`src/rtl/truth_sweep_ctrl.sv`:
```
// truth_sweep_ctrl: drives every K-bit input vector of a combinational block
// in ascending order. Each vector is held for SETTLE cycles. On the last of
// those cycles the reference and reduced outputs are compared, and the sweep
// accumulates minterm and mismatch statistics.
module truth_sweep_ctrl #(
   parameter int K      = 5,
   parameter int SETTLE = 1
) (
   input  logic         clk,
   input  logic         reset,
   input  logic         start,
   input  logic         abort,
   output logic [K-1:0] vec,
   input  logic         ref_in,
   input  logic         dut_in,
   output logic         busy,
   output logic         done,
   output logic [K:0]   mismatch_cnt,
   output logic [K:0]   ones_cnt,
   output logic         any_bad,
   output logic [K-1:0] first_bad
);

   // The wait counter needs at least one bit, even when SETTLE is 1.
   localparam int WW = (SETTLE > 1) ? $clog2(SETTLE) : 1;
   localparam logic [WW-1:0] WAIT_INIT = WW'(SETTLE - 1);

   typedef enum logic [1:0] {
      ST_IDLE = 2'd0,
      ST_RUN  = 2'd1,
      ST_DONE = 2'd2
   } state_t;

   state_t         state_q, state_d;
   logic [K-1:0]   vec_q, vec_d;
   logic [WW-1:0]  wait_q, wait_d;
   logic           busy_q, busy_d;
   logic           done_q, done_d;
   logic [K:0]     mismatch_q, mismatch_d;
   logic [K:0]     ones_q, ones_d;
   logic           any_bad_q, any_bad_d;
   logic [K-1:0]   first_bad_q, first_bad_d;

   // State and datapath registers; reset returns everything to an idle, cleared sweep.
   always_ff @(posedge clk or posedge reset) begin
      if (reset) begin
         state_q     <= ST_IDLE;
         vec_q       <= '0;
         wait_q      <= '0;
         busy_q      <= 1'b0;
         done_q      <= 1'b0;
         mismatch_q  <= '0;
         ones_q      <= '0;
         any_bad_q   <= 1'b0;
         first_bad_q <= '0;
      end else begin
         state_q     <= state_d;
         vec_q       <= vec_d;
         wait_q      <= wait_d;
         busy_q      <= busy_d;
         done_q      <= done_d;
         mismatch_q  <= mismatch_d;
         ones_q      <= ones_d;
         any_bad_q   <= any_bad_d;
         first_bad_q <= first_bad_d;
      end
   end

   // Next-state logic. busy/done are computed one cycle ahead so the outputs stay registered.
   always_comb begin
      state_d     = state_q;
      vec_d       = vec_q;
      wait_d      = wait_q;
      busy_d      = 1'b0;
      done_d      = 1'b0;
      mismatch_d  = mismatch_q;
      ones_d      = ones_q;
      any_bad_d   = any_bad_q;
      first_bad_d = first_bad_q;

      case (state_q)
         ST_IDLE: begin
            vec_d = '0;
            if (start && !abort) begin
               state_d     = ST_RUN;
               busy_d      = 1'b1;
               wait_d      = WAIT_INIT;
               mismatch_d  = '0;
               ones_d      = '0;
               any_bad_d   = 1'b0;
               first_bad_d = '0;
            end else begin
               state_d = ST_IDLE;
            end
         end
         ST_RUN: begin
            if (abort) begin
               // Abort wins over the sample; partial totals stay visible.
               state_d = ST_IDLE;
               vec_d   = '0;
            end else if (wait_q != '0) begin
               busy_d = 1'b1;
               wait_d = wait_q - WW'(1);
            end else begin
               ones_d = ones_q + {{K{1'b0}}, ref_in};
               if (ref_in != dut_in) begin
                  mismatch_d = mismatch_q + (K+1)'(1);
                  if (!any_bad_q) begin
                     any_bad_d   = 1'b1;
                     first_bad_d = vec_q;
                  end else begin
                     any_bad_d   = any_bad_q;
                  end
               end else begin
                  mismatch_d = mismatch_q;
               end
               if (&vec_q) begin
                  state_d = ST_DONE;
                  done_d  = 1'b1;
               end else begin
                  busy_d = 1'b1;
                  vec_d  = vec_q + K'(1);
                  wait_d = WAIT_INIT;
               end
            end
         end
         ST_DONE: begin
            state_d = ST_IDLE;
            vec_d   = '0;
         end
         default: begin
            state_d = ST_IDLE;
            vec_d   = '0;
         end
      endcase
   end

   assign vec          = vec_q;
   assign busy         = busy_q;
   assign done         = done_q;
   assign mismatch_cnt = mismatch_q;
   assign ones_cnt     = ones_q;
   assign any_bad      = any_bad_q;
   assign first_bad    = first_bad_q;

endmodule

```
`config.mk`:
```
export PLATFORM = sky130hd
export DESIGN_NAME = truth_sweep_ctrl
export DESIGN_NICKNAME = d
export VERILOG_FILES = /design/src/rtl/truth_sweep_ctrl.sv
export SDC_FILE = /design/constraint.sdc
export NUM_CORES = 1
export LEC_CHECK = 0
export BUFFER_PORTS_ARGS = -buffer_cell sky130_fd_sc_hd__buf_2
export CELL_PAD_IN_SITES_DETAIL_PLACEMENT = 1
export CELL_PAD_IN_SITES_GLOBAL_PLACEMENT = 2
export CORE_ASPECT_RATIO = 2
export CORE_MARGIN = 10
export CORE_UTILIZATION = 33
export CTS_CLUSTER_DIAMETER = 40
export CTS_CLUSTER_SIZE = 16
export DETAILED_ROUTE_END_ITERATION = 10
export PLACE_DENSITY_LB_ADDON = 0.1
export SETUP_SLACK_MARGIN = 0.05
export SLEW_MARGIN = 20
export SYNTH_ARGS = -nofsm -noshare
export SYNTH_HDL_FRONTEND = slang
export SYNTH_SLANG_ARGS = --single-unit
export TNS_END_PERCENT = 50
```
`constraint.sdc`:
```
create_clock -name clk -period 2.3 [get_ports clk]
set_clock_uncertainty 0.05 [all_clocks]
set_input_delay 0.345 -clock clk [delete_from_list [all_inputs] [get_ports clk]]
set_output_delay 0.345 -clock clk [all_outputs]
set_load 0.1 [all_outputs]
```
; Yosys cells after proc, flatten, opt, wreduce, memory -nomap -nowiden
; Cells that the tools add are included.
[totals]
rom_bits = 0
memories = 0
out_inout_bits = 25
latch_bits = 0
ramBits = 0
elab_cells = 74
input_bits = 6
ff_bits = 28
[op_classes]
reduce_logical = 11
multipliers = 0
order_cmp = 0
n_shift = 0
add_sub_neg = 4
n_mux = 40
bitwise_logic = 0
eq_ne = 10
n_div = 0
[op_table]
columns = operator, count
row1 = 5-bit 2-to-1 mux, 9
row2 = 6-bit 2-to-1 mux, 6
row3 = 6-bit case mux with 2 select lines, 2
row4 = 1-bit 2-to-1 mux, 15
row5 = 2-bit != test (second input constant), 5
row6 = 5-bit case mux with 2 select lines, 1
row7 = 5-bit AND reduction, 2
row8 = 3-bit != test (second input constant), 3
row9 = 6-bit by 1-bit adder with 6-bit output, 1
row10 = 6-bit by 1-bit adder with 6-bit output (second input constant), 1
row11 = 2-bit 2-to-1 mux, 3
row12 = 1-bit case mux with 2 select lines, 3
row13 = 6-bit AND reduction, 1
row14 = 5-bit by 1-bit adder with 5-bit output (second input constant), 1
row15 = 2-bit case mux with 2 select lines, 1
row16 = 2-bit AND reduction, 2
row17 = 4-bit AND reduction, 1
row18 = 3-bit AND reduction, 1
row19 = 2-bit by 1-bit == test with 1-bit output (second input constant), 1
row20 = 2-bit zero test, 1
row21 = 2-bit nonzero test, 1
row22 = 1-bit logical AND, 1
row23 = 1-bit zero test, 1
row24 = 1-bit != test, 1
row25 = 1-bit subtractor (second input constant), 1

; Logic depth before layout (Yosys ltp)
[logic_depth]
word_depth = 5
ltp_mapped = 7
ltp_nobuf = 6

; Least setup slack after synthesis
; OpenSTA, ideal clock, no wires.
[synth_timing]
path_kind = register to register
from = register vec_q[0] (netlist: vec[0])
to = register vec_q[3] (netlist: vec[3])
setup_slack_ns = -0.005
n_path_buf = 1
path_stages_with_launch = 8
setup_ns = 0.121
synth_period_minus_slack_ns = 2.305
t_arrival_ns = 2.134
t_required_ns = 2.129
path_cell_list = dfrtp_1 ha_1 and3_1 ha_1 clkbuf_1 nand4b_1 xor2_1 nor2_1
[synth_between]
elab_chain_len = 5
word_cells_on_any_way = 8
cone_classes = add/sub (1) / eq/ne (1) / mux (4) / reduce/logical (2)
[synth_lines]
columns = element, line_no
row1 = from (decl), 35  ; logic [K-1:0] vec_q, vec_d;
row2 = from (signal assigned), 58  ; vec_q <= vec_d;
row3 = 5-bit by 1-bit adder with 5-bit output, 122  ; vec_d = vec_q + K'(1);
row4 = 5-bit 2-to-1 mux, 117  ; if (&vec_q) begin
row5 = 5-bit 2-to-1 mux, 101  ; end else if (wait_q != '0) begin
row6 = 5-bit 2-to-1 mux, 97  ; if (abort) begin
row7 = 5-bit 2-to-1 mux, 81  ; case (state_q)
; Parallel ways exist; a longest one is shown, timed or not. The select of a mux whose other input is x is not followed.
; A chain may end at the register's enable or synchronous reset.

; Worst setup path after layout
[layout_timing]
from = register state_q[0]
to = register mismatch_q[3] (netlist: mismatch_cnt[3])
[layout_between]
elab_chain_len = 3
word_cells_on_any_way = 9
cone_classes = eq/ne (5) / mux (1) / reduce/logical (3)
[layout_lines]
columns = element, line_no
row1 = from (decl), 34  ; state_t state_q, state_d;
row2 = from (signal assigned), 57  ; state_q <= state_d;
row3 = 2-bit by 1-bit == test with 1-bit output or 2-bit zero test (tied branches), 81
row4 = 2-bit != test (no source line) or 2-bit nonzero test (tied branches), --
row5 = 5-bit AND reduction (no source line), --
row6 = to (signal assigned), 62  ; mismatch_q <= mismatch_d;
row7 = to (decl), 39  ; logic [K:0] mismatch_q, mismatch_d;
; Parallel ways exist; a longest one is shown, timed or not.

==> run metrics <==
status=finished, final reports clean; CP Capture Point=mismatch_cnt[3]$_DFFE_PP0P_; yosys synthesis warning count=0; vias in the first global route=1186; Tcrit/Tclk final=76.6%; vias post-DR=1070; post-DP HPWL=2860 um; clk buf depth=2; final instance area=0.00159 mm^2; total CTS buffers=3; Worst-path clk slew=0.08 ns; initial DRC count=14; post-synthesis cell type count=33; Placed Instances=202; RSZ-0062 raised after global routing=no; post-synthesis async set-or-reset flop share=100%; Fmax=568 MHz; Total Nets Final=167; worst vdd ir=0.480 mV; row count=32; reg2reg end=mismatch_cnt[3]$_DFFE_PP0P_; leakage=0.000792 uW; CP Capture Type=flop; actual slew at the worst max-slew pin=0.691 ns; met3 WL=150 um; routed wl met2=2030 um; GRT Total Usage=10.6%; routability cong.=0.741; DRT Wirelength=3540 um; cell count of the worst reg-to-reg path=3; TritonCTS clock tree=done; vias per std cell=5.19; Fill cells=463; routed len/inst=17.2 um; worst min-delay path class=in2async; TNS Setup=0 ns; fin. max-slew vios=0; largest net degree at the start of global routing=19; antenna cells=0; CP arrival=1.90 ns; final setup fails=0; Setup CP Type=reg2reg; quantity of gates resized following cts=0; number of remaining DRC errors=0; Die Height=109 um; Initial Util=34.3%; H-tree Lvls=1; synthesized area per cell=11.0 um^2; Slew headroom=53.9%; # clock sinks=27; max-cap violations=0; Reg2Reg Setup Slack=0.54 ns; final core utilization=41.4%; crit path time final=1.76 ns; # IOs=31; Syn Nets=131; Startpoint Class=flop; area grow syn2layout=20.6%; post-CTS setup buffer count=0; Post-Synthesis Cells=120; highest metal used=met4; commonest non-fill, non-tap cells in the layout=buf_2, dfrtp_1, nor2_1; CTS root buf=clkbuf_8; global-route wire length before repair=6030 um; Final Hold Fails=0; die width=64.7 um; WL met1=1300 um; die area=0.00708 mm^2; #FFs+latches synth=27; share of cells above drive strength 1=28.4%; Placement Cell Area=0.00155 mm^2; CP required=2.44 ns; PD cells=680 mW/mm^2; port bufs=30; Post-synth EDFFs=0; commonest non-fill, non-tap cell in the layout=buf_2; worst skew pair latency=0.27 ns; Placeable Area=0.00384 mm^2; DRT antenna net count=0; final cell count without fillers=206; synthesized area=0.00132 mm^2; initial antenna violation count=0; Worst Setup SP=state_q[0]$_DFFE_PP0P_; Post-CTS Hold Buffers=0; Crit Reg-Reg Startpoint=state_q[0]$_DFFE_PP0P_; register area share after synthesis=51.2%; ys flop type=dfrtp_1; drt pass-1 iters=2; Congestion Overflow GR=0; CP max FO=13
-- cells in the mapped netlist (4+ instances only) --
| cell type | number | area share, % |
|---|---|---|
| nand3_1 | 5 | 1.9 |
| nand2_1 | 7 | 2.0 |
| o221ai_1 | 4 | 2.7 |
| inv_1 | 7 | 2.0 |
| a22o_1 | 7 | 4.6 |
| dfrtp_1 | 27 | 51 |
| o21ai_0 | 6 | 2.3 |
| nor2_1 | 9 | 2.6 |
| mux2i_1 | 5 | 3.8 |
| ha_1 | 5 | 4.7 |
-- per-layer routing --
metal	vias up	GRT usage, %
li1	503	-
met4	0	4.15
met1	546	10.5
met2	16	20.2
met5	-	0
met3	5	2.55
-- cell type report --
type | count | area, um^2 | area share [%]
inverter | 7 | 26.3 | 1.65
clock buffer | 4 | 45.0 | 2.83
tap | 51 | 63.8 | 4.01
multi-input combinational | 83 | 597 | 37.5
timing repair buffer | 34 | 180 | 11.3
sequential | 27 | 678 | 42.6
-- through the flow --
step | total power, uW | worst slack, ns | hold slack, ns
finish | 1080 | 0.539 | 0.117
CTS | 1110 | 0.544 | 0.142
detailed placement | 833 | 0.562 | 0.432
global placement | 828 | 0.597 | 0.430
floorplan | 762 | 0.163 | 0.348
global route | 1150 | 0.459 | 0.163
-- registers in the layout, summed over array words and instances (netlist names) --
name and cells:
mismatch_cnt 6, ones_cnt 6, first_bad 5, vec 5
state_q 2, any_bad 1, busy 1, done 1
-- report_power, final --
part	switching, uW	total (uW)	internal (uW)
Combinational	234	293	58.8
Clock	140	264	124
Sequential	26.9	525	498
-- worst max-delay path, cell delays in order (launching register included) --
cell	delay [ns]
dfrtp_1	0.54
or3b_4	0.50
or4_1	0.52
o221ai_1	0.08
-- kinds of logic after synthesis --
family | Yosys count | synth area share (%)
and+or+nand+nor | 46 | 21.1
DFF | 27 | 51.2
AOI/OAI and AO/OA | 21 | 11.7
buffers and inverters | 10 | 3.51
xor gates and xnor gates | 6 | 3.99
muxes | 5 | 3.80
adders and majority gates | 5 | 4.74
-- worst min path at each step --
| stage | from | end | slack, ns | depth (start not counted) |
|---|---|---|---|---|
| final | reset | mismatch_cnt[0]$_DFFE_PP0P_ | 0.12 | 2 |
| after global routing | reset | first_bad[4]$_DFFE_PP0P_ | 0.16 | 2 |
| after floorplan | reset | any_bad$_DFFE_PP0P_ | 0.35 | 1 |
| after global placement | reset | first_bad[4]$_DFFE_PP0P_ | 0.43 | 2 |
| after CTS | reset | mismatch_cnt[4]$_DFFE_PP0P_ | 0.14 | 2 |
| after detailed placement | first_bad[2]$_DFFE_PP0P_ | first_bad[2]$_DFFE_PP0P_ | 0.43 | 1 |
Power figures use the tool's default switching activity.
